===== src/rtl/bcd_serial_add_ctrl_pkg.sv =====
// Shared definitions for the digit-serial BCD adder: FSM encoding and BCD constants.
// Also holds the nibble legality test used at operand acceptance.
package bcd_serial_add_ctrl_pkg;

    typedef enum logic [1:0] {
        ST_IDLE = 2'd0,
        ST_ADD  = 2'd1,
        ST_DONE = 2'd2
    } state_t;

    localparam logic [3:0] BCD_MAX  = 4'd9;
    localparam logic [3:0] BCD_CORR = 4'd6;

    function automatic logic nibble_bad(input logic [3:0] n);
        return (n > BCD_MAX);
    endfunction

endpackage


===== src/rtl/bcd_serial_add_ctrl_digit_add.sv =====
// Single-digit BCD adder: binary add of two digits plus carry, then decimal correction.
module bcd_digit_add
    import bcd_serial_add_ctrl_pkg::*;
(
    output logic [3:0] digit,
    output logic       carry,
    input  logic [3:0] x,
    input  logic [3:0] y,
    input  logic       cin
);

    logic [4:0] w_bin;
    logic [3:0] w_corr;

    assign w_bin  = {1'b0, x} + {1'b0, y} + {4'b0000, cin};
    assign carry  = (w_bin > {1'b0, BCD_MAX});
    // Adding 6 modulo 16 skips the six unused codes and lands on the decimal digit
    assign w_corr = w_bin[3:0] + BCD_CORR;
    assign digit  = carry ? w_corr : w_bin[3:0];

endmodule


===== src/rtl/bcd_serial_add_ctrl.sv =====
// Digit-serial packed-BCD adder: one digit per cycle, LSD first, through a shared digit adder.
// Operands with an illegal nibble are rejected straight to DONE with err set.
module bcd_serial_add_ctrl
    import bcd_serial_add_ctrl_pkg::*;
#(
    parameter int DIGITS = 4
) (
    input  logic                clk,
    input  logic                rst,
    input  logic                start,
    input  logic [4*DIGITS-1:0] a,
    input  logic [4*DIGITS-1:0] b,
    input  logic                c_in,
    output logic                busy,
    output logic                done,
    output logic [4*DIGITS-1:0] sum,
    output logic                c_out,
    output logic                err
);

    localparam int W     = 4 * DIGITS;
    localparam int IDX_W = (DIGITS > 1) ? $clog2(DIGITS) : 1;
    localparam logic [IDX_W-1:0] LAST_IDX = IDX_W'(DIGITS - 1);

    state_t           r_state;
    logic [W-1:0]     r_a;
    logic [W-1:0]     r_b;
    logic [W-1:0]     r_sum;
    logic [IDX_W-1:0] r_idx;
    logic             r_carry;
    logic             r_cout;
    logic             r_err;
    logic             r_done;

    int               w_base;
    logic [3:0]       w_x;
    logic [3:0]       w_y;
    logic [3:0]       w_digit;
    logic             w_dcarry;

    function automatic logic has_bad_nibble(input logic [W-1:0] v);
        logic bad;
        bad = 1'b0;
        for (int i = 0; i < DIGITS; i++) begin
            if (nibble_bad(v[4*i +: 4])) bad = 1'b1;
        end
        return bad;
    endfunction

    assign w_base = 4 * int'(r_idx);
    assign w_x    = r_a[w_base +: 4];
    assign w_y    = r_b[w_base +: 4];

    bcd_digit_add u_digit_add (
        .digit (w_digit),
        .carry (w_dcarry),
        .x     (w_x),
        .y     (w_y),
        .cin   (r_carry)
    );

    always_ff @(posedge clk) begin
        if (rst) begin
            r_state <= ST_IDLE;
            r_idx   <= '0;
            r_carry <= 1'b0;
            r_sum   <= '0;
            r_cout  <= 1'b0;
            r_err   <= 1'b0;
            r_done  <= 1'b0;
        end else begin
            r_done <= 1'b0;
            case (r_state)
                ST_IDLE: begin
                    if (start) begin
                        r_a     <= a;
                        r_b     <= b;
                        r_carry <= c_in;
                        r_idx   <= '0;
                        r_sum   <= '0;
                        r_cout  <= 1'b0;
                        if (has_bad_nibble(a) || has_bad_nibble(b)) begin
                            r_err   <= 1'b1;
                            r_done  <= 1'b1;
                            r_state <= ST_DONE;
                        end else begin
                            r_err   <= 1'b0;
                            r_state <= ST_ADD;
                        end
                    end
                end
                ST_ADD: begin
                    r_sum[w_base +: 4] <= w_digit;
                    r_carry            <= w_dcarry;
                    if (r_idx == LAST_IDX) begin
                        r_cout  <= w_dcarry;
                        r_done  <= 1'b1;
                        r_state <= ST_DONE;
                    end else begin
                        r_idx <= r_idx + IDX_W'(1);
                    end
                end
                ST_DONE: begin
                    r_state <= ST_IDLE;
                end
                default: begin
                    r_state <= ST_IDLE;
                end
            endcase
        end
    end

    assign busy  = (r_state != ST_IDLE);
    assign done  = r_done;
    assign sum   = r_sum;
    assign c_out = r_cout;
    assign err   = r_err;

endmodule


===== config.mk =====
export PLATFORM = sky130hd
export DESIGN_NAME = bcd_serial_add_ctrl
export DESIGN_NICKNAME = d
export VERILOG_FILES = /design/src/rtl/bcd_serial_add_ctrl_pkg.sv /design/src/rtl/bcd_serial_add_ctrl_digit_add.sv /design/src/rtl/bcd_serial_add_ctrl.sv
export SDC_FILE = /design/constraint.sdc
export NUM_CORES = 1
export LEC_CHECK = 0
export ABC_CLOCK_PERIOD_IN_PS = 4100
export BUFFER_PORTS_ARGS = -buffer_cell sky130_fd_sc_hd__buf_2
export CAP_MARGIN = 15
export CORE_ASPECT_RATIO = 0.8
export CORE_MARGIN = 1
export CORE_UTILIZATION = 30
export CTS_CLUSTER_DIAMETER = 30
export DETAILED_ROUTE_END_ITERATION = 6
export HOLD_SLACK_MARGIN = 0.1
export PLACE_DENSITY_LB_ADDON = 0.2
export SYNTH_ARGS = -nofsm -noshare
export SYNTH_HDL_FRONTEND = slang
export SYNTH_SLANG_ARGS = --single-unit

===== constraint.sdc =====
create_clock -name clk -period 4.1 [get_ports clk]
set_input_delay 0.41 -clock clk [delete_from_list [all_inputs] [get_ports clk]]
set_output_delay 0.41 -clock clk [all_outputs]
set_load 0.1 [all_outputs]

==> results of run 1 <==
==> stage by stage <==
stage / std cells / cell area [sq um] / hold slack [ps]
after detailed placement: 335 / 2820 / 459
after global placement: 335 / 2820 / 462
final: 343 / 2910 / 265
after floorplan: 176 / 2400 / 509
after CTS: 343 / 2910 / 256
after global routing: 343 / 2910 / 248
==> power breakdown <==
group	total (uW)	internal [uW]	switching, uW
combinational	135	52.4	82.8
sequential	618	612	5.44
clock	315	126	190
total	1070	791	278
==> logic make-up after synthesis <==
logic type | after synthesis | share of synthesized area [%]
adder cells (fa/ha/maj) | 11 | 6.35
flip-flops | 56 | 60.0
AND/OR/NAND/NOR | 47 | 10.5
multiplexers | 11 | 8.96
XOR/XNOR | 2 | 0.729
AO/OA/AOI/OAI | 40 | 11.8
buffers and inverters | 9 | 1.61
==> routing by layer <==
layer	part of all wire (%)	vias to the layer above	track usage, %
met4	0.96	0	4.29
met2	44	45	20.3
li1	-	796	-
met5	0	-	0
met1	49	780	18.0
met3	5.3	5	2.98
==> sequential cells by signal (all words and copies together), names as in the netlist <==
signal,cells
r_idx,2
r_a,16
r_state,2
done,1
c_out,1
r_b,16
err,1
r_carry,1
sum,16
==> synth_stat cells (2+ instances only) <==
master    number
o21ai_0        8
xnor2_1        2
and4_1         2
clkbuf_1       3
or2_2          2
dfxtp_1       24
mux4_2         8
nor2_1        20
edfxtp_1      32
fa_1           2
nor3_1         5
inv_1          4
nand3_1        2
ha_1           9
a21o_1         2
mux2i_1        2
nor2b_1        7
a21oi_1        9
a22o_1         8
a22oi_1        9
==> worst max-delay path by stage <==
stage | to | slack, ps | start | cells after the start
global placement | sum[6] | 510 | r_idx[0] | 11
global route | sum[6] | 190 | r_idx[0] | 11
floorplan | sum[6] | 220 | r_idx[0] | 13
CTS | sum[6] | 370 | r_idx[0] | 11
detailed placement | sum[6] | 420 | r_idx[0] | 11
finish | sum[6] | 410 | r_idx[0] | 11
==> final cells by class <==
type / count / area share (%)
Multi-Input combinational cell: 111 / 31.7
Tap cell: 105 / 4.51
Sequential cell: 56 / 49.5
Clock inverter: 3 / 0.945
Inverter: 4 / 0.515
Clock buffer: 5 / 2.36
Timing Repair Buffer: 59 / 10.5
==> flow_summary.yaml, run 1 <==
logic_synthesis:
  ys_types: 36
  synthTopCellsByArea: "edfxtp_1, dfxtp_1, mux4_2, ha_1, nor2_1"
  ys_seq_elements: 56
  synth_ff_type: "edfxtp_1"
  yosys.area.top_type: "edfxtp_1"
  synth.cell_area_sq_mm: 0.00240
  async_flop_share_pct: 0
  yosys_warnings: 0
  synth_edf_count: 32
  synth-seq-area-share_pct: 60.0
  yosysTopAreaCellShare_pct: 40.0
  synth_nets: 223
  avgSynthCellArea_sq_um: 13.6
  netlist_instances: 176
sta:
  finalCritPeriodShare_pct: 89.9
  slew_headroom_pct: 59.6
  rsz0062_at_grt: "no"
  finalHoldViolCount: 0
  final-setup-viol-count: 0
  finalCriticalPeriod_ps: 3690
  max_freq_mhz: 271
  final_max_slew_viol_count: 0
  tightest_slew_ps: 598
  finalSetupTns_ps: 0
  finClkSkew_ps: 8.10
  setup_ws_ps: 414
pwr:
  ir_drop_uv: 140
  p_leak_uw: 0.00116
  power_density_mw_per_mm2: 367
  power_uw: 1070
critical_path:
  cp-start-kind: "flop"
  crit_slowest_cell: "mux4_2"
  path_common_cell: "fa_1"
  required_ps: 4360
  crit_path_max_fanout: 4
  r2r-end: "sum[6]"
  r2r_cells: 11
  cp_slowest_stage_delay_ps: 550
  crit_buf_inv: 0
  r2r_start: "r_idx[0]"
  reg2reg_slack_ps: 410
  crit_arrival_ps: 3940
  cp_top_family: "adder cells"
  path_class: "reg2reg"
  path_cells: "mux4_2 -> fa_1 -> fa_1 -> xnor2_1 -> ha_1 -> nor2b_1 -> a31o_1 -> o31ai_4 -> mux2_4 -> nor2_2 -> a22o_1"
  endpoint_kind: "flop"
clocking:
  htreeDepth: 2
  clock_path_buffers: 2
  cts_root_buffer: "clkbuf_8"
  cts_inserted_buffers: 5
  post_cts_buffers: 0
  clock_sinks: 56
  ctsHoldBuffers: 0
  clkTransAtPathRegs_ps: 110
  cts_tree: "built"
  cts_resized: 0
  insertion_delay_ps: 310
place:
  place_ws_ps: 418
  io_buffers: 55
  dp_hpwl_mm: 3.82
  gp_congestion: 0.758
die:
  dieArea_sq_mm: 0.00837
  io_pins: 56
  initial_core_util_pct: 31.7
  rows: 28
  fp.dieW_um: 102
  die_y_um: 82.0
  core_sq_mm: 0.00757
grt:
  grt_max_degree: 33
  grt.total_usage_pct: 13.1
  globalRouteOverflowTotal: 0
  grt_first_pass_wirelength_mm: 8.10
  antenna_found_initial: 0
  grt_pass1_vias: 1641
flow_run:
  cap_violations: 0
cells_and_area:
  multi_input_comb_area_sq_um: 925
  regArea_sq_mm: 0.00144
  diodes: 0
  final_util_pct: 38.5
  drive_gt1_share_pct: 34.5
  fillers: 745
  area_delta_synth_final_pct: 21.3
  layout_commonest_cell: "buf_2"
  layout_common_cells: "buf_2, edfxtp_1, dfxtp_1"
  fin_nets: 284
drt:
  first_pass_iters: 4
  drc: 0
  num_vias: 1626
  via_per_inst: 4.74
  antenna_left: 0
  wirelength_mm: 4.92
  drt_iter0_markers: 58
  wire_per_inst_um: 14.3
worst_hold_path:
  worstHoldEndpoint: "r_a[4]"
  hold_path_startpoint: "a[4]"
  hold_path.class: "in2reg"
  whs_path_depth: 1
run_status:
  status: "completed"
Power figures use the tool's default switching activity.
==> inputs of run 2 (changes only) <==
Settings changed: MAX_ROUTING_LAYER set to met4, PLACE_DENSITY set to 0.51, PLACE_DENSITY_LB_ADDON 0.2 to unset.
==> flow_summary.yaml, run 2 (synthesized netlist as in run 1, its figures left out) <==
clocking:
  insertion_delay_ps: 320
  cts_tree: "built"
  clock_path_buffers: 2
  cts_resized: 0
  cts_root_buffer: "clkbuf_8"
  cts_inserted_buffers: 5
  htreeDepth: 2
  clock_sinks: 56
  post_cts_buffers: 0
  ctsHoldBuffers: 0
  clkTransAtPathRegs_ps: 100
critical_path:
  cp_top_family: "adder cells"
  crit_path_max_fanout: 4
  cp_slowest_stage_delay_ps: 540
  crit_arrival_ps: 3870
  crit_buf_inv: 0
  path_class: "reg2reg"
  cp-start-kind: "flop"
  crit_slowest_cell: "mux4_2"
  required_ps: 4360
  path_cells: "mux4_2 -> fa_1 -> fa_1 -> xnor2_1 -> ha_1 -> nor2b_1 -> a31o_1 -> o31ai_4 -> mux2_4 -> nor2_2 -> a22o_1"
  endpoint_kind: "flop"
  path_common_cell: "fa_1"
pwr:
  pwr-share-comb_pct: 12.8
  seqPwrFrac_pct: 58.0
  p_leak_uw: 0.00116
  swShare_pct: 26.2
  clkPwrFrac_pct: 29.2
  power_density_mw_per_mm2: 367
  p_sw_uw: 279
  p_int_uw: 787
  ir_drop_uv: 136
die:
  dieArea_sq_mm: 0.00837
  die_y_um: 82.0
  initial_core_util_pct: 31.7
  core_sq_mm: 0.00757
  io_pins: 56
  rows: 28
  fp.dieW_um: 102
cells_and_area:
  fillers: 758
  layout_commonest_cell: "buf_2"
  drive_gt1_share_pct: 34.5
  final_util_pct: 38.4
  diodes: 0
  layout_common_cells: "buf_2, edfxtp_1, dfxtp_1"
  area_delta_synth_final_pct: 21.0
  fin_nets: 284
  stdcell_count: 343
sta:
  final_max_slew_viol_count: 0
  finalSetupTns_ps: 0
  finalHoldViolCount: 0
  rsz0062_at_grt: "no"
  final-setup-viol-count: 0
  max_freq_mhz: 277
  finalCritPeriodShare_pct: 88.0
  finClkSkew_ps: 10.2
  slew_headroom_pct: 57.6
  finalCriticalPeriod_ps: 3610
  tightest_slew_ps: 627
place:
  io_buffers: 55
  placedCellCount: 335
  dp_hpwl_mm: 3.93
  gp_congestion: 0.708
grt:
  grt_pass1_vias: 1583
  grt_max_degree: 33
  antenna_found_initial: 0
  globalRouteOverflowTotal: 0
  grt_first_pass_wirelength_mm: 8.25
  grt.total_usage_pct: 13.9
drt:
  first_pass_iters: 4
  antenna_left: 0
  num_vias: 1621
  drt_iter0_markers: 64
  drc: 0
  via_per_inst: 4.73
  wire_per_inst_um: 14.7
  wirelength_mm: 5.05
run_status:
  status: "completed"
flow_run:
  cap_violations: 0
worst_hold_path:
  hold_path.class: "in2reg"
## run 2: cell type report
type / count / area [sq um] / area share, %
well taps: 105 / 131 / 4.52
multi-input cells: 111 / 925 / 31.8
clock buffers: 5 / 68.8 / 2.37
inverters: 4 / 15.0 / 0.516
clock inverters: 3 / 21.3 / 0.731
repair buffers: 59 / 305 / 10.5
flip-flops and latches: 56 / 1440 / 49.6
## run 2: worst paths after layout
kind / startpoint / endpoint / slack [ps] / cells past startpoint
setup / recovery: r_idx[0] / sum[6] / 490 / 11
hold reg to reg: sum[11] / sum[11] / 480 / 1
setup reg to reg: r_idx[0] / sum[6] / 490 / 11
hold / removal: a[8] / r_a[8] / 270 / 1
## run 2: metrics by stage
step	hold WS [ps]	instance area [sq um]	worst slack, ps	total power, uW
after floorplan	509	2400	219	724
after global placement	459	2820	564	769
after detailed placement	463	2820	499	769
after CTS	255	2910	472	1080
after global routing	251	2910	258	1120
final	266	2910	492	1070
## run 2: power by group through the flow
stage / clock, uW / combinational, uW / sequential, uW
2_1_floorplan: 0 / 82.7 / 641
3_3_place_gp: 0 / 137 / 631
3_5_place_dp: 0 / 138 / 631
4_1_cts: 322 / 138 / 619
5_1_grt: 346 / 153 / 620
6_report: 311 / 137 / 618
## run 2: worst reg2reg max path, cell delays in order, from the launching register on
cell	delay, ps
dfxtp_1	420
mux4_2	540
fa_1	450
fa_1	420
xnor2_1	180
ha_1	250
nor2b_1	140
a31o_1	230
o31ai_4	290
mux2_4	340
nor2_2	150
a22o_1	160
## run 2: routing by layer
layer | up-vias | routed length (um) | part of all wire (%) | global-route usage, %
li1 | 797 | - | - | -
met1 | 773 | 2790 | 55 | 20.5
met2 | 43 | 1970 | 39 | 18.1
met3 | 8 | 209 | 4.1 | 2.89
met4 | 0 | 76 | 1.5 | 5.57
met5 | - | 0 | 0 | -
==> inputs of run 3 (changes only) <==
Settings changed: ABC_AREA set to 1.
==> flow_summary.yaml, run 3 <==
cells_and_area:
  layout_common_cells: "buf_2, nand2_1, edfxtp_1"
  fillers: 857
  layout_commonest_cell: "buf_2"
  drive_gt1_share_pct: 26.4
  fin_nets: 372
  stdcell_count: 434
  area_delta_synth_final_pct: 19.6
  diodes: 0
clocking:
  htreeDepth: 2
  cts_resized: 0
  clock_sinks: 56
  cts_tree: "built"
  insertion_delay_ps: 320
  ctsHoldBuffers: 0
  cts_root_buffer: "clkbuf_8"
  post_cts_buffers: 0
  clock_path_buffers: 2
  cts_inserted_buffers: 5
  clkTransAtPathRegs_ps: 120
drt:
  dr_wl_met2_mm: 2.63
  num_vias: 2073
  first_pass_iters: 4
  drt_iter0_markers: 93
  drt-met1-wl_mm: 2.96
  via_per_inst: 4.78
  wire_per_inst_um: 13.5
  wirelength_mm: 5.87
  wl_met3_um: 243
  dr.max_layer_used: "met4"
  drc: 0
  antenna_left: 0
place:
  dp_hpwl_mm: 4.33
  io_buffers: 55
  placedCellCount: 426
  gp_congestion: 0.783
die:
  io_pins: 56
  die_y_um: 84.9
  initial_core_util_pct: 31.7
  fp.dieW_um: 106
  dieArea_sq_mm: 0.00898
  rows: 29
  core_sq_mm: 0.00813
sta:
  final_max_slew_viol_count: 0
  tightest_slew_ps: 487
  finalCriticalPeriod_ps: 3560
  slew_headroom_pct: 67.4
  max_freq_mhz: 281
  finalHoldViolCount: 0
  finalSetupTns_ps: 0
  final-setup-viol-count: 0
  finalCritPeriodShare_pct: 86.8
  rsz0062_at_grt: "no"
  finClkSkew_ps: 9.08
logic_synthesis:
  yosys_warnings: 0
  synth_nets: 313
  synth-seq-area-share_pct: 55.9
  avgSynthCellArea_sq_um: 9.70
  async_flop_share_pct: 0
  ys_types: 30
  yosysMostFrequentCell: "nand2_1"
  synth_edf_count: 32
  netlist_top_cells_count: "nand2_1, edfxtp_1, nor2_1"
  synth_ff_type: "edfxtp_1"
  netlist_instances: 266
  ys_seq_elements: 56
  yosysTopAreaCellShare_pct: 37.2
  yosys.area.top_type: "edfxtp_1"
  synth.cell_area_sq_mm: 0.00258
  synthTopCellsByArea: "edfxtp_1, dfxtp_1, o21ai_0, a21oi_1, nand2_1"
grt:
  grt_max_degree: 33
  globalRouteOverflowTotal: 0
  grt.total_usage_pct: 14.3
  grt_pass1_vias: 2060
  antenna_found_initial: 0
  grt_first_pass_wirelength_mm: 9.79
pwr:
  pwr-share-comb_pct: 25.8
  ir_drop_uv: 171
  clkPwrFrac_pct: 26.1
  p_sw_uw: 447
  p_leak_uw: 0.00127
  seqPwrFrac_pct: 48.1
  swShare_pct: 34.4
  p_int_uw: 851
  power_density_mw_per_mm2: 421
critical_path:
  path_class: "reg2reg"
  crit_path_max_fanout: 12
  crit_arrival_ps: 3820
  required_ps: 4370
  reg2reg_slack_ps: 540
  cp-start-kind: "flop"
  endpoint_kind: "flop"
run_status:
  status: "completed"
flow_run:
  cap_violations: 0
worst_hold_path:
  hold_path.class: "in2reg"
run 3: power groups by stage:
stage	Sequential (uW)	Combinational, uW	Clock [uW]
floorplan	652	235	0
global placement	637	325	0
detailed placement	638	335	0
CTS	625	336	348
global route	626	376	370
finish	624	335	339
run 3: worst max-delay path, cell delays in order (launching register included):
cell,delay (ps)
dfxtp_1,590
clkinv_1,410
o21ai_0,190
o22ai_1,130
fa_1,480
fa_1,410
inv_1,70
nand2_1,50
nand2_2,100
ha_1,180
inv_1,60
nor2_1,180
a21oi_4,60
nand2_4,100
nand2_4,60
nand2_2,90
nand4_2,100
nor2_1,140
nor2_1,50
nor2_1,70
run 3: per-layer routing:
layer / global-route usage [%] / vias up
li1: - / 1038
met1: 19.4 / 985
met2: 21.8 / 45
met3: 2.69 / 5
met4: 3.79 / 0
met5: - / -
run 3: path summary, 6_finish.rpt:
| path | startpoint | endpoint | cells past startpoint |
|---|---|---|---|
| setup reg to reg | r_idx[1] | sum[7] | 19 |
| hold reg to reg | sum[9] | sum[9] | 2 |
| setup / recovery | r_idx[1] | sum[7] | 19 |
| hold / removal | a[0] | r_a[0] | 1 |
run 3: through the flow:
step           hold WS (ps)  util (%)  setup slack, ps  area (sq um)  total power [uW]
2_1_floorplan           509         -              985          2580               888
3_3_place_gp            452      36.8              664          2990               963
3_5_place_dp            452      36.8              551          2990               973
4_1_cts                 253      38.0              530          3090              1310
5_1_grt                 242      38.0              174          3090              1370
6_report                261      38.0              543          3090              1300
run 3: cells by family (layout without fill, tap and decap cells):
group | count (synthesis) | count (layout) | share of synthesized area, %
AND/OR/NAND/NOR | 103 | 103 | 19.5
AO/OA/AOI/OAI | 66 | 66 | 14.3
flip-flops | 56 | 56 | 55.9
buffers and inverters | 30 | 90 | 4.41
adder cells (fa/ha/maj) | 11 | 11 | 5.92
run 3: cell type report:
class	instances	area (sq um)	area share (%)
Clock buffer	5	68.8	2.23
Clock inverter	3	28.8	0.933
Inverter	25	93.8	3.04
Multi-Input combinational cell	180	1030	33.3
Sequential cell	56	1440	46.7
Tap cell	108	135	4.38
Timing Repair Buffer	57	290	9.41
